`config.mk`:
```
export PLATFORM = sky130hd
export DESIGN_NAME = ysyx_24080014_lsu
export DESIGN_NICKNAME = d
export VERILOG_FILES = /design/src/rtl/ysyx_24080014_lsu.sv
export SDC_FILE = /design/constraint.sdc
export NUM_CORES = 1
export LEC_CHECK = 0
export ABC_AREA = 1
export BUFFER_PORTS_ARGS = -buffer_cell sky130_fd_sc_hd__buf_2
export CORE_MARGIN = 2
export CORE_UTILIZATION = 44
export DETAILED_ROUTE_END_ITERATION = 8
export PLACE_DENSITY = 0.78
export SLEW_MARGIN = 20
export SYNTH_ARGS = -nofsm -noshare
export SYNTH_HDL_FRONTEND = slang
export SYNTH_SLANG_ARGS = --single-unit
```
`constraint.sdc`:
```
create_clock -name clk -period 1.3 [get_ports clk]
set_input_delay 0.26 -clock clk [delete_from_list [all_inputs] [get_ports clk]]
set_output_delay 0.26 -clock clk [all_outputs]
set_load 0.1 [all_outputs]
```
`src/rtl/ysyx_24080014_lsu.sv`:
```
// Load/store unit: takes one EXU access, issues a single read/write
// pulse to data memory, waits, and returns extended data or error to WBU.
//
// Ports:
//   clk, rst_n                 clock, synchronous active-low reset
//   req_valid/req_ready        EXU request handshake (ready only in IDLE)
//   req_we/size/unsigned       store flag, access size, load zero-extend
//   req_addr/req_wdata         byte address, LSB-aligned store data
//   resp_valid/resp_ready      WBU response handshake
//   resp_rdata/resp_err        extended load data, error flag
//   mem_ren/mem_wen            one-cycle read/write pulses
//   mem_raddr/mem_waddr        word-aligned addresses
//   mem_wdata/mem_wmask        lane-shifted data and byte mask
//   mem_rdata/mem_ready        read word and completion pulse
module ysyx_24080014_lsu #(
  parameter int unsigned WR_LAT  = 1,
  parameter int unsigned TIMEOUT = 255
) (
  input  logic        clk,
  input  logic        rst_n,
  input  logic        req_valid,
  output logic        req_ready,
  input  logic        req_we,
  input  logic [1:0]  req_size,
  input  logic        req_unsigned,
  input  logic [31:0] req_addr,
  input  logic [31:0] req_wdata,
  output logic        resp_valid,
  input  logic        resp_ready,
  output logic [31:0] resp_rdata,
  output logic        resp_err,
  output logic        mem_ren,
  output logic        mem_wen,
  output logic [31:0] mem_raddr,
  output logic [31:0] mem_waddr,
  output logic [31:0] mem_wdata,
  output logic [7:0]  mem_wmask,
  input  logic [31:0] mem_rdata,
  input  logic        mem_ready
);

  typedef enum logic [2:0] {
    S_IDLE,
    S_ISSUE,
    S_WAIT_RD,
    S_WAIT_WR,
    S_RESP
  } state_e;

  // Last count value before leaving a wait state; WR_LAT=0 acts as 1.
  localparam logic [7:0] WR_LAST =
    (WR_LAT == 0) ? 8'd0 : 8'(WR_LAT - 1);
  localparam logic [7:0] TO_LAST = 8'(TIMEOUT - 1);

  state_e      state_q, state_d;
  logic        we_q, we_d;
  logic [1:0]  size_q, size_d;
  logic        uns_q, uns_d;
  logic [31:0] addr_q, addr_d;
  logic [31:0] wdata_q, wdata_d;
  logic [3:0]  wmask_q, wmask_d;
  logic [7:0]  cnt_q, cnt_d;
  logic [31:0] rdata_q, rdata_d;
  logic        err_q, err_d;

  logic        bad;
  logic [3:0]  base_mask;
  logic [31:0] rd_sh;
  logic [31:0] rd_ext;

  always_comb begin
    bad = 1'b0;
    unique case (1'b1)
      req_size == 2'd3: bad = 1'b1;
      req_size == 2'd2: bad = |req_addr[1:0];
      req_size == 2'd1: bad = req_addr[0];
      default:          bad = 1'b0;
    endcase
  end

  always_comb begin
    base_mask = 4'b1111;
    unique case (req_size)
      2'd0:    base_mask = 4'b0001;
      2'd1:    base_mask = 4'b0011;
      default: base_mask = 4'b1111;
    endcase
  end

  assign rd_sh = mem_rdata >> {addr_q[1:0], 3'b000};

  always_comb begin
    rd_ext = rd_sh;
    unique case (size_q)
      2'd0: rd_ext = uns_q ? {24'd0, rd_sh[7:0]}
                           : {{24{rd_sh[7]}}, rd_sh[7:0]};
      2'd1: rd_ext = uns_q ? {16'd0, rd_sh[15:0]}
                           : {{16{rd_sh[15]}}, rd_sh[15:0]};
      default: rd_ext = rd_sh;
    endcase
  end

  always_comb begin
    state_d = state_q;
    we_d    = we_q;
    size_d  = size_q;
    uns_d   = uns_q;
    addr_d  = addr_q;
    wdata_d = wdata_q;
    wmask_d = wmask_q;
    cnt_d   = cnt_q;
    rdata_d = rdata_q;
    err_d   = err_q;
    unique case (state_q)
      S_IDLE: begin
        if (req_valid) begin
          we_d    = req_we;
          size_d  = req_size;
          uns_d   = req_unsigned;
          addr_d  = req_addr;
          wdata_d = req_wdata << {req_addr[1:0], 3'b000};
          wmask_d = base_mask << req_addr[1:0];
          cnt_d   = 8'd0;
          rdata_d = 32'd0;
          err_d   = bad;
          state_d = bad ? S_RESP : S_ISSUE;
        end
      end
      S_ISSUE: begin
        cnt_d   = 8'd0;
        state_d = we_q ? S_WAIT_WR : S_WAIT_RD;
      end
      S_WAIT_RD: begin
        cnt_d = cnt_q + 8'd1;
        // A completion in the timeout cycle still delivers data.
        if (mem_ready) begin
          rdata_d = rd_ext;
          err_d   = 1'b0;
          state_d = S_RESP;
        end else if (cnt_q == TO_LAST) begin
          rdata_d = 32'd0;
          err_d   = 1'b1;
          state_d = S_RESP;
        end
      end
      S_WAIT_WR: begin
        cnt_d = cnt_q + 8'd1;
        if (cnt_q >= WR_LAST) begin
          rdata_d = 32'd0;
          state_d = S_RESP;
        end
      end
      S_RESP: begin
        if (resp_ready) state_d = S_IDLE;
      end
      default: state_d = S_IDLE;
    endcase
  end

  always_ff @(posedge clk) begin
    if (!rst_n) begin
      state_q <= S_IDLE;
      we_q    <= 1'b0;
      size_q  <= 2'd0;
      uns_q   <= 1'b0;
      addr_q  <= 32'd0;
      wdata_q <= 32'd0;
      wmask_q <= 4'd0;
      cnt_q   <= 8'd0;
      rdata_q <= 32'd0;
      err_q   <= 1'b0;
    end else begin
      state_q <= state_d;
      we_q    <= we_d;
      size_q  <= size_d;
      uns_q   <= uns_d;
      addr_q  <= addr_d;
      wdata_q <= wdata_d;
      wmask_q <= wmask_d;
      cnt_q   <= cnt_d;
      rdata_q <= rdata_d;
      err_q   <= err_d;
    end
  end

  assign req_ready  = (state_q == S_IDLE);
  assign resp_valid = (state_q == S_RESP);
  assign resp_rdata = rdata_q;
  assign resp_err   = err_q;
  assign mem_ren    = (state_q == S_ISSUE) && !we_q;
  assign mem_wen    = (state_q == S_ISSUE) && we_q;
  assign mem_raddr  = {addr_q[31:2], 2'b00};
  assign mem_waddr  = {addr_q[31:2], 2'b00};
  assign mem_wdata  = wdata_q;
  assign mem_wmask  = {4'b0000, wmask_q};

endmodule
```
# Word level (Yosys, flattened, before mapping)

Index checks and enable logic that the tools add are counted.

Bits in registers: 116
Input bits: 105
Output and inout port bits: 141
Logic and storage cells: 68

Add/sub/neg operators: 1
Order comparisons: 1
Equality and inequality tests: 13
Shifts and indexed selects: 3
Muxes and demuxes: 24
Reduce and logical (&&, ||, !) cells: 16

Operators by type and width:

| kind                                                                                | number |
|---|---|
| 32-bit 2-to-1 mux                                                                   | 6 |
| 32-bit case mux with 3 select lines                                                 | 1 |
| 32-bit case mux with 2 select lines                                                 | 1 |
| 32-bit by 5-bit left shift with 32-bit output                                       | 1 |
| 32-bit by 5-bit >> shifter with 32-bit output                                       | 1 |
| 8-bit case mux with 3 select lines                                                  | 1 |
| 3-bit 2-to-1 mux                                                                    | 6 |
| 3-bit case mux with 5 select lines                                                  | 1 |
| 8-bit by 1-bit adder with 8-bit output, second input constant                       | 1 |
| 8-bit == test, second input constant                                                | 1 |
| 8-bit by 1-bit greater-or-equal comparator with 1-bit output, second input constant | 1 |
| 8-bit 2-to-1 mux                                                                    | 1 |
| 4-bit case mux with 2 select lines                                                  | 1 |
| 4-bit AND reduction                                                                 | 2 |
| 3-bit by 2-bit == test with 1-bit output, second input constant                     | 2 |
| 3-bit nonzero test                                                                  | 2 |
| 2-bit by 1-bit == test with 1-bit output, second input constant                     | 2 |
| 2-bit == test, second input constant                                                | 2 |
| 2-bit zero test                                                                     | 2 |
| 1-bit 2-to-1 mux                                                                    | 4 |
| 2-bit inequality test, second input constant                                        | 2 |
| 2-bit AND reduction                                                                 | 2 |
| 2-bit OR reduction                                                                  | 2 |
| 4-bit by 2-bit left shift with 4-bit output                                         | 1 |
| other kinds (11)                                                                    | 12 |

# Depth between registers and ports, before layout

Gate-level depths: netlist (run 1).

Word-level depth: 5
Gate-level depth with buffers: 10
Mapped depth without buffers: 10

# Worst setup path after synthesis (run 1)

No wires, ideal clock.

Kind: register to register
Start: register state_q[2]
End: register state_q[2]
Setup time: 0.074 ns
Arrival time: 2.862 ns
Data required time: 1.226 ns
Slack: -1.636 ns
Cell stages (with the launch flop): 5
Path buffers: 0
Cell sequence: dfxtp_1 > inv_2 > nor3_1 > nand2_1 > a21oi_1

Cells in the longest elaborated chain, start to end: 3
Elaborated cells on any way between the ends: 11
Those cells by class: 8 x eq/ne; 1 x mux; 2 x reduce/logical

Ends and longest elaborated chain:

| item                                                       | RTL line | text |
|---|---|---|
| start: declaration                                         | 55       | `state_e state_q, state_d;` |
| start signal: assignment                                   | 173      | `state_q <= state_d;` |
| 3-bit == test (*)                                          | n/a      |  |
| named net resp_valid                                       | 28       | `output logic resp_valid,` |
| 2-bit by 1-bit inequality test with 1-bit output (no line) | n/a      |  |
| 4-bit AND reduction (no line)                              | n/a      |  |

The timed path passes the listed nets; every way through them passes the cells marked *.
A chain may end at the register's enable or synchronous reset.

# Worst setup path in the final report (run 1)

Start: register state_q[2]
End: register wdata_q[21] (netlist: mem_wdata[21])

Cells in the longest elaborated chain, start to end: 2

Ends and longest elaborated chain:

| item                          | RTL line | text |
|---|---|---|
| 3-bit zero test               | 114      | `unique case (state_q)` |
| 2-bit AND reduction (no line) | n/a      |  |
| end signal: assignment        | 178      | `wdata_q <= wdata_d;` |
| end: declaration              | 60       | `logic [31:0] wdata_q, wdata_d;` |

Every way passes these cells.

==> reports/metrics.cfg, run 1 <==
[logic_synthesis]
synth.distinct_cells=33
synth_top_area_cell=dfxtp_1
synth-seq-cells=116
synth-edff-count=0
ys.flop_type=dfxtp_1
synth_seq_area_share_pct=38.8
syn_avg_cell_area_sq_um=6.97
synth_area_leaders=dfxtp_1, nand2_1, buf_4
synth_top_area_share_pct=38.8
synthArstFlopShare_pct=0
netlist_area_sq_um=5990
syn_inst=860
ys_warn_count=0

[floorplanning]
initial_utilization_pct=45.1
coreArea_sq_um=13300
die_h_microns=121
rows=42
dieArea_sq_um=14600
dieWidth_microns=121
ios=246

[sta]
maxClockFrequency_mhz=563
period_share_pct=137
fin_crit_ns=1.78
tightest_slew_ns=0.683
fin_ws_ns=-0.477
finalHoldViolCount=0
slew_headroom_pct=54.4
finalClockSkew_ns=0.0137
setup_viol=122
slew_violations=0
rsz0062_at_grt=yes

[critical_path]
r2r_slack_ns=-0.48
cp-end-kind=register
critPathKind=reg -> reg
worst-r2r-cell-count=11
worstPathRequired_ns=1.60
worstPathArrival_ns=2.08
cp_max_fo=7
crit_end=mem_wdata[21]
cp-start-kind=register
r2r-start=state_q[2]
critPathLaunch=state_q[2]
reg2reg_to=mem_wdata[21]

[final_layout]
fin_cells=1331
num-nets-final=1246
drive_gt1_share_pct=61.0
design_area_sq_um=12200
final_common_cell=buf_12
final_cell_mix=buf_12, nand2_1, buf_2
fillers=428
syn2layout_area_growth_pct=103

[cts]
numCtsBuffers=17
path_clk_slew_ns=0.06
numClockSinks=116
cts_buffer_depth=2
clk_latency_ns=0.44
cts.htree.levels=4
cts_tree=built
postCtsHoldBufs=0
root_buffer=clkbuf_16

[routing]
drt_iter0_drc=1491
wl_microns=35200
drt_pass1_iterations=9
postRouteAntennaNets=0
routedWlPerCell_microns=26.4
vias_per_cell=6.38
drc=102
via_count=8495

[global_routing]
grt_first_pass_wirelength_microns=40700
grt_usage_pct=36.0
grt_pass1_vias=7770
antenna_found_initial=3
grt_overflow_total=0
grt_max_degree=53

[min_path]
hp-class=in -> reg

[status]
violations=DRC, setup timing
outcome=complete, but fails checks

[place]
dpl_cell_area_sq_um=9360
dpl.hpwl_microns=14700
port_buffers=237
dp.cells=1233
pre_cts_ws_ns=-0.122
gp_congestion=0.909

[power]
finalPower_uw=19000
ir_drop_v=0.00118
power.leakage_uw=0.00534
powerDensity_nw_per_um2=1560

[flow_run]
drv_cap=0

==> metal layers <==
metal  part of all wire [%]  up-vias  wire [microns]  global-route usage (%)
met3                     11      385            3850                    9.48
met1                     32     3915           11300                    39.6
met4                     10        0            3690                    22.9
li1                       -     3326               -                       -
met5                      0        -               0                       0
met2                     46      869           16300                    61.3
==> area by class of cell <==
class / instances / area [sq um] / share of cell area, %
diodes: 3 / 7.51 / 0.0617
clock buffers: 20 / 457 / 3.75
clock inverters: 12 / 179 / 1.47
inverters: 58 / 256 / 2.11
multi-input cells: 575 / 3790 / 31.2
flip-flops and latches: 116 / 2430 / 20.0
well taps: 176 / 220 / 1.81
repair buffers: 370 / 4800 / 39.5
repair inverters: 1 / 20.0 / 0.165
==> state kept, by name (all words and copies together), names as in the netlist <==
register,count
addr_q,32
mem_wdata,32
resp_rdata,32
cnt_q,8
wmask_q,4
state_q,3
size_q,2
resp_err,1
uns_q,1
we_q,1
==> stage by stage <==
step                      util (%)  setup TNS, ns  hold slack [ns]
final                         91.5         -37.37           0.0710
after global routing          91.5         -39.91           0.0716
after CTS                     85.3         -19.95           0.0572
after detailed placement      70.4          -3.17            0.489
after global placement        70.4         -0.797            0.480
after floorplan                  -         -0.808            0.395
==> cells in the mapped netlist, drive strengths merged (5+ instances only) <==
master and count:
buf 95, nand3 43, nor2 99, dfxtp 116
clkbuf 25, o211a 5, nor3 7, a21oi 94
a31oi 10, inv 57, o211ai 21, o21ai 89
nand2 190
==> worst min path at each step <==
stage	from	to	slack [ns]	depth (start not counted)
floorplan	req_addr[29]	addr_q[29]	0.39	2
global placement	req_addr[20]	addr_q[20]	0.48	3
detailed placement	req_addr[23]	addr_q[23]	0.49	3
CTS	req_addr[27]	addr_q[27]	0.06	3
global route	req_addr[25]	addr_q[25]	0.07	3
finish	req_addr[11]	addr_q[11]	0.07	3
==> logic make-up (layout without fill, tap and decap cells) <==
family	after synthesis	in the layout	synth area share, %
fa+ha+maj	2	2	0.418
buf+inv	178	461	16.5
compound gates	220	220	20.1
other cells	1	11	0.0626
simple gates	343	345	24.2
flops	116	116	38.8
==> power by group <==
group	total (uW)	internal (uW)	switching, uW
logic	9340	3460	5890
clock network	5230	3310	1920
registers	4410	3910	504
total	19000	10700	8310
==> what timing repair did <==
| action | CTS | global route |
|---|---|---|
| cloned | 16 | 6 |
| buffers inserted | 26 | 24 |
| pin swaps | 51 | 35 |
| gates resized for setup | 290 | 183 |
| hold endpoints to repair | 0 | 0 |
| endpoints found under the setup margin | 148 | 136 |
==> worst max-delay path, stage by stage (launching register included) <==
cell and delay [ns]:
dfxtp_4 0.40, inv_6 0.06, buf_12 0.13, nand2_4 0.06
buf_6 0.11, nor2_8 0.05, buf_12 0.14, buf_12 0.13
buf_16 0.14, buf_6 0.12, o21ai_1 0.22, nor2_1 0.09
Power figures use the tool's default switching activity.
==> run 2: changes to the inputs <==
--- a/config.mk
+++ b/config.mk
@@ -7,8 +7,10 @@
 export LEC_CHECK = 0
 export ABC_AREA = 1
 export BUFFER_PORTS_ARGS = -buffer_cell sky130_fd_sc_hd__buf_2
+export CELL_PAD_IN_SITES_DETAIL_PLACEMENT = 2
+export CELL_PAD_IN_SITES_GLOBAL_PLACEMENT = 2
 export CORE_MARGIN = 2
-export CORE_UTILIZATION = 44
+export CORE_UTILIZATION = 23
 export DETAILED_ROUTE_END_ITERATION = 8
 export PLACE_DENSITY = 0.78
 export SLEW_MARGIN = 20
==> run 2 against run 1 <==
Effect of this change:
- the run ends with setup timing left
- register-to-register slack improved by 0.08 ns
- via count fell by 16%
- setup slack improved by 0.045 ns
- combinational power fell by 4.5%
- final area fell by 0.35%
- routed wire length fell by 5.1%
- critical path depth fell by 7
- clock skew fell by 0.00090 ns
- sequential share of layout area rose by 0.72 points
- count of clock-buffer cells in the layout fell by 2
- power fell by 3.2%
- maximum frequency rose by 2.6%
- critical path type is now reg -> out
==> reports/metrics.cfg, run 2 (synthesis gave the netlist of run 1 again) <==
[floorplanning]
initial_utilization_pct=23.2  ; -22 points
dieArea_sq_um=27400  ; +88%
ios=246  ; unchanged
die_h_microns=165  ; +37%
dieWidth_microns=165  ; +37%
coreArea_sq_um=25800  ; +94%
rows=59  ; +40%

[final_layout]
num-nets-final=1235  ; -0.88%
syn2layout_area_growth_pct=102
drive_gt1_share_pct=59.9  ; -1.2 points
design_area_sq_um=12100  ; -0.35%
final_common_cell=nand2_1
final_cell_mix=nand2_1, buf_12, buf_2
finish.utilization_pct=46.9  ; -45 points

[global_routing]
antenna_found_initial=3  ; unchanged
grt_usage_pct=23.0  ; -13 points
grt_first_pass_wirelength_microns=47100  ; +16%
grt_overflow_total=0  ; unchanged
grt_max_degree=54  ; +1.9%
grt_pass1_vias=7947  ; +2.3%

[power]
ir_drop_v=0.000750  ; -36%
powerDensity_nw_per_um2=1520  ; -2.8%
finalPower_uw=18400  ; -3.2%
power.leakage_uw=0.00510  ; -4.5%

[critical_path]
r2r-start=state_q[1]
critPathKind=reg -> out
worst-r2r-cell-count=10  ; -1
cp-end-kind=primary output
crit_end=resp_valid
critPathLaunch=state_q[1]
r2r_slack_ns=-0.40  ; +0.08 ns
reg2reg_to=resp_rdata[9]
worstPathRequired_ns=1.04  ; -0.56 ns
cp-start-kind=register
cp_max_fo=4  ; -3
worstPathArrival_ns=1.47  ; -0.61 ns

[cts]
numClockSinks=116  ; unchanged
numCtsBuffers=17  ; unchanged
path_clk_slew_ns=0.06  ; about the same
cts_buffer_depth=2  ; unchanged
root_buffer=clkbuf_16
cts.htree.levels=4  ; unchanged
clk_latency_ns=0.43  ; about the same
postCtsHoldBufs=0  ; unchanged
cts_tree=built

[sta]
slew_headroom_pct=40.3  ; -14 points
period_share_pct=133  ; -3.4 points
setup_viol=118  ; -3.3%
fin_crit_ns=1.73  ; -0.0446 ns
finalClockSkew_ns=0.0128  ; -0.000897 ns
finalHoldViolCount=0  ; unchanged
fin_ws_ns=-0.432  ; +0.0446 ns
tightest_slew_ns=0.893  ; +0.210 ns
slew_violations=0  ; unchanged
rsz0062_at_grt=yes
maxClockFrequency_mhz=577  ; +2.6%

[routing]
drt_pass1_iterations=6  ; -3
drt_iter0_drc=321  ; -78%
wl_microns=33400  ; -5.1%
vias_per_cell=4.81  ; -25%
routedWlPerCell_microns=22.6  ; -15%
via_count=7109  ; -16%
drc=0  ; -100%
postRouteAntennaNets=0  ; unchanged

[place]
gp_congestion=0.848  ; -6.8%
dpl_cell_area_sq_um=9660  ; +3.2%
dpl.hpwl_microns=20300  ; +38%
port_buffers=237  ; unchanged

[min_path]
hp-class=in -> reg

[flow_run]
drv_cap=0  ; unchanged

[status]
violations=setup timing
outcome=complete, but fails checks

-- run 2: cell count changes in the layout (fill, tap and decap cells not counted), moves of 15 or more --
cell,previous run,this run
buf_6,41,16
nand2_1,129,166
o21ai_2,23,38
dfxtp_4,7,31
nand2_4,32,9
dfxtp_1,41,26
-- run 2: what timing repair did --
action / in CTS / in global routing
buffers inserted: 30 / 2
gates cloned: 13 / 3
pin swaps: 52 / 40
gates resized for setup: 266 / 183
setup endpoints to repair: 185 / 194
-- run 2: worst max-delay path: stages, from the launching register on --
cell	delay (ns)
dfxtp_4	0.36
buf_12	0.13
buf_4	0.16
nor3_4	0.19
buf_12	0.21
-- run 2: metal layers --
metal | up-vias | global-route usage (%) | routed length (microns)
li1 | 3290 | - | -
met1 | 3504 | 25.1 | 12300
met2 | 243 | 43.4 | 18300
met3 | 70 | 5.37 | 1750
met4 | 2 | 8.15 | 1040
met5 | - | 0 | 17
-- run 2: worst min path at each step --
stage | depth (start not counted) | start | end | slack (ns)
2_1_floorplan | 2 | req_addr[29] | addr_q[29] | 0.39
3_3_place_gp | 3 | req_addr[19] | addr_q[19] | 0.48
3_5_place_dp | 3 | req_addr[28] | addr_q[28] | 0.49
4_1_cts | 3 | req_addr[11] | addr_q[11] | 0.03
5_1_grt | 3 | req_addr[22] | addr_q[22] | 0.06
6_report | 3 | req_addr[7] | addr_q[7] | 0.06
-- run 2: cell type report --
cell class	instances	area, sq um
Antenna cell	3	7.51
Multi-Input combinational cell	574	3580
Fill cell	2683	13700
Timing Repair Buffer	360	4730
Clock buffer	18	429
Inverter	58	254
Timing Repair inverter	1	11.3
Tap cell	335	419
Sequential cell	116	2510
Clock inverter	14	179
-- run 2: stage by stage --
step / cells / TNS [ns] / worst slack, ns / hold slack (ns)
finish: 1479 / -29.77 / -0.432 / 0.0599
floorplan: 867 / -0.808 / -0.245 / 0.395
detailed placement: 1401 / -5.91 / -0.211 / 0.494
global placement: 1401 / -1.03 / -0.0848 / 0.482
CTS: 1476 / -27.17 / -0.442 / 0.0332
global route: 1477 / -36.53 / -0.491 / 0.0649
-- run 2: where the power goes --
| part | switching (uW) | internal [uW] |
|---|---|---|
| Clock | 1980 | 3040 |
| Combinational | 5500 | 3420 |
| Sequential | 507 | 3930 |
| Total | 7990 | 10400 |
==> run 3: changes to the inputs <==
--- a/config.mk
+++ b/config.mk
@@ -6,7 +6,7 @@
 export NUM_CORES = 1
 export LEC_CHECK = 0
 export ABC_AREA = 1
-export BUFFER_PORTS_ARGS = -buffer_cell sky130_fd_sc_hd__buf_2
+export BUFFER_PORTS_ARGS = -buffer_cell sky130_fd_sc_hd__buf_4
 export CELL_PAD_IN_SITES_DETAIL_PLACEMENT = 2
 export CELL_PAD_IN_SITES_GLOBAL_PLACEMENT = 2
 export CORE_MARGIN = 2
==> run 3 against run 2 <==
Effect of this change:
- the flow still finishes with violations (setup timing)
- via count up 0.59%
- sequential power hardly changed
- final area grew 1.7%
- first-iteration DRC count is 10% lower
- setup slack better by 0.038 ns
- critical path depth up 7
- clock power rose by 10%
- routed wire length is 0.61% higher
- power is 2.2% higher
- largest cell class unchanged
==> reports/metrics.cfg, run 3 (synthesis gave the netlist of run 1 again) <==
[global_routing]
grt_first_pass_wirelength_microns=45900  ; -2.5%
antenna_found_initial=1  ; -2
grt_overflow_total=0  ; unchanged
grt_pass1_vias=7877  ; -0.88%
use_met1_pct=24.8  ; -0.24 points
met3_usage_pct=6.62  ; +1.2 points
grt-busiest-layer=met2
grt_max_degree=38  ; -30%
grtUsageMet2_pct=41.1  ; -2.3 points
grt_usage_pct=22.3  ; -0.79 points

[status]
outcome=complete, but fails checks
violations=setup timing

[critical_path]
worstPathRequired_ns=1.58  ; +0.54 ns
cp_slowest_cell=dfxtp_4
crit_chain=nor2_4, nand2_4, buf_6, nor2_8, buf_12, inv_8, buf_12, buf_12, buf_16, nand2_4, a21oi_2
cp_slowest_stage_delay_ns=0.38  ; +0.02 ns
worst-path-buf-inv=6  ; +3
worstPathArrival_ns=1.98  ; +0.51 ns
cp-end-kind=register
cp-start-kind=register
cpMostUsedCell=buf_12
path_delay_family=buffers and inverters
critPathKind=reg -> reg
cp_max_fo=7  ; +3

[floorplanning]
coreArea_sq_um=25800  ; unchanged
dieArea_sq_um=27400  ; unchanged
initial_utilization_pct=23.2  ; unchanged
rows=59  ; unchanged
die_h_microns=165  ; unchanged
dieWidth_microns=165  ; unchanged
ios=246  ; unchanged

[routing]
routedWlPerCell_microns=22.7  ; +0.74%
drc=0  ; unchanged
vias_per_cell=4.84  ; +0.73%
drt_pass1_iterations=4  ; -2
wl_microns=33600  ; +0.61%
postRouteAntennaNets=0  ; unchanged
via_count=7151  ; +0.59%
drt_iter0_drc=289  ; -10%

[place]
port_buffers=237  ; unchanged
dpl.hpwl_microns=19000  ; -6.5%
gp_congestion=0.858  ; +1.2%
pre_cts_ws_ns=-0.179  ; +0.0328 ns
dpl_cell_area_sq_um=8310  ; -14%
dp.cells=1403  ; +0.14%

[sta]
fin_ws_ns=-0.394  ; +0.0379 ns
setup_viol=121  ; +2.5%
fin_crit_ns=1.69  ; -0.0379 ns
maxClockFrequency_mhz=590  ; +2.2%
finalClockSkew_ns=0.0185  ; +0.00572 ns
slew_violations=0  ; unchanged
finalHoldViolCount=0  ; unchanged
rsz0062_at_grt=yes
setup_tns_ns=-31.66  ; -1.89 ns
period_share_pct=130  ; -2.9 points

[power]
powerDensity_nw_per_um2=1520  ; +0.43%
power.leakage_uw=0.00528  ; +3.5%
ir_drop_v=0.000793  ; +5.8%

[final_layout]
fillers=2627  ; -2.1%
syn2layout_area_growth_pct=106
multiInputGateArea_sq_um=3640  ; +1.7%
regArea_sq_um=2500  ; -0.45%
finish.utilization_pct=47.8  ; +0.82 points
final_common_cell=buf_4
design_area_sq_um=12300  ; +1.7%
final_cell_mix=buf_4, buf_12, nand2_1
fin_cells=1477  ; -0.14%
num-nets-final=1235  ; unchanged
drive_gt1_share_pct=59.1  ; -0.79 points

[cts]
path_clk_slew_ns=0.06  ; about the same
cts.htree.levels=4  ; unchanged
numClockSinks=116  ; unchanged
root_buffer=clkbuf_16
clk_latency_ns=0.43  ; about the same
postCtsHoldBufs=0  ; unchanged
cts_buffer_depth=2  ; unchanged
numCtsBuffers=17  ; unchanged
cts_tree=built

[min_path]
hp-class=in -> reg

[flow_run]
drv_cap=0  ; unchanged

## run 3: cell count changes in the layout (fill, tap and decap cells not counted), moves of 18 or more
cell     delta
nand2_4    +18
nand2_1    -19
buf_4     +105
o21ai_0    +20
o21ai_2    -18
buf_2     -103
## run 3: final cells by class
type / count / share of cell area [%]
Timing Repair Buffer: 361 / 39.4
Multi-Input combinational cell: 574 / 29.5
Sequential cell: 116 / 20.3
Clock buffer: 19 / 3.59
Tap cell: 335 / 3.40
Inverter: 58 / 1.96
Clock inverter: 13 / 1.87
Antenna cell: 1 / 0.0203
## run 3: worst register-to-register path, cell delays in order, from the launching register on
cell and delay (ns):
dfxtp_4 0.38, nor2_4 0.16, nand2_4 0.07, buf_6 0.13, nor2_8 0.12, buf_12 0.13, inv_8 0.03, buf_12 0.14
buf_12 0.15, buf_16 0.16, nand2_4 0.06, a21oi_2 0.05
## run 3: final timing paths
| path | start | end | slack, ns | depth (start not counted) |
|---|---|---|---|---|
| setup / recovery | state_q[1] | mem_wdata[0] | -0.39 | 11 |
| hold / removal | req_addr[8] | addr_q[8] | 0.07 | 3 |
| setup reg to reg | state_q[1] | mem_wdata[0] | -0.39 | 11 |
| hold reg to reg | wmask_q[3] | wmask_q[3] | 0.48 | 2 |
## run 3: per-stage QoR
step	power [uW]	hold WS, ns
final	18800	0.0664
after floorplan	8930	0.395
after global routing	19400	0.0662
after detailed placement	10400	0.456
after CTS	18100	0.0383
after global placement	10300	0.454
## run 3: repair_timing
item / CTS / global route
resized for setup: 565 / 259
pin swaps: 49 / 42
cloned: 11 / 3
endpoints found under the setup margin: 242 / 205
buffers inserted: 27 / 9
## run 3: report_power, final
| part | switching, uW | total [uW] | internal [uW] |
|---|---|---|---|
| logic | 5490 | 8820 | 3330 |
| clock network | 1890 | 5540 | 3650 |
| registers | 497 | 4430 | 3930 |
## run 3: routing by layer
layer / part of all wire (%) / vias to the layer above
met3: 5.5 / 48
li1: - / 3282
met1: 37 / 3601
met2: 55 / 220
met4: 2.6 / 0
met5: 0 / -
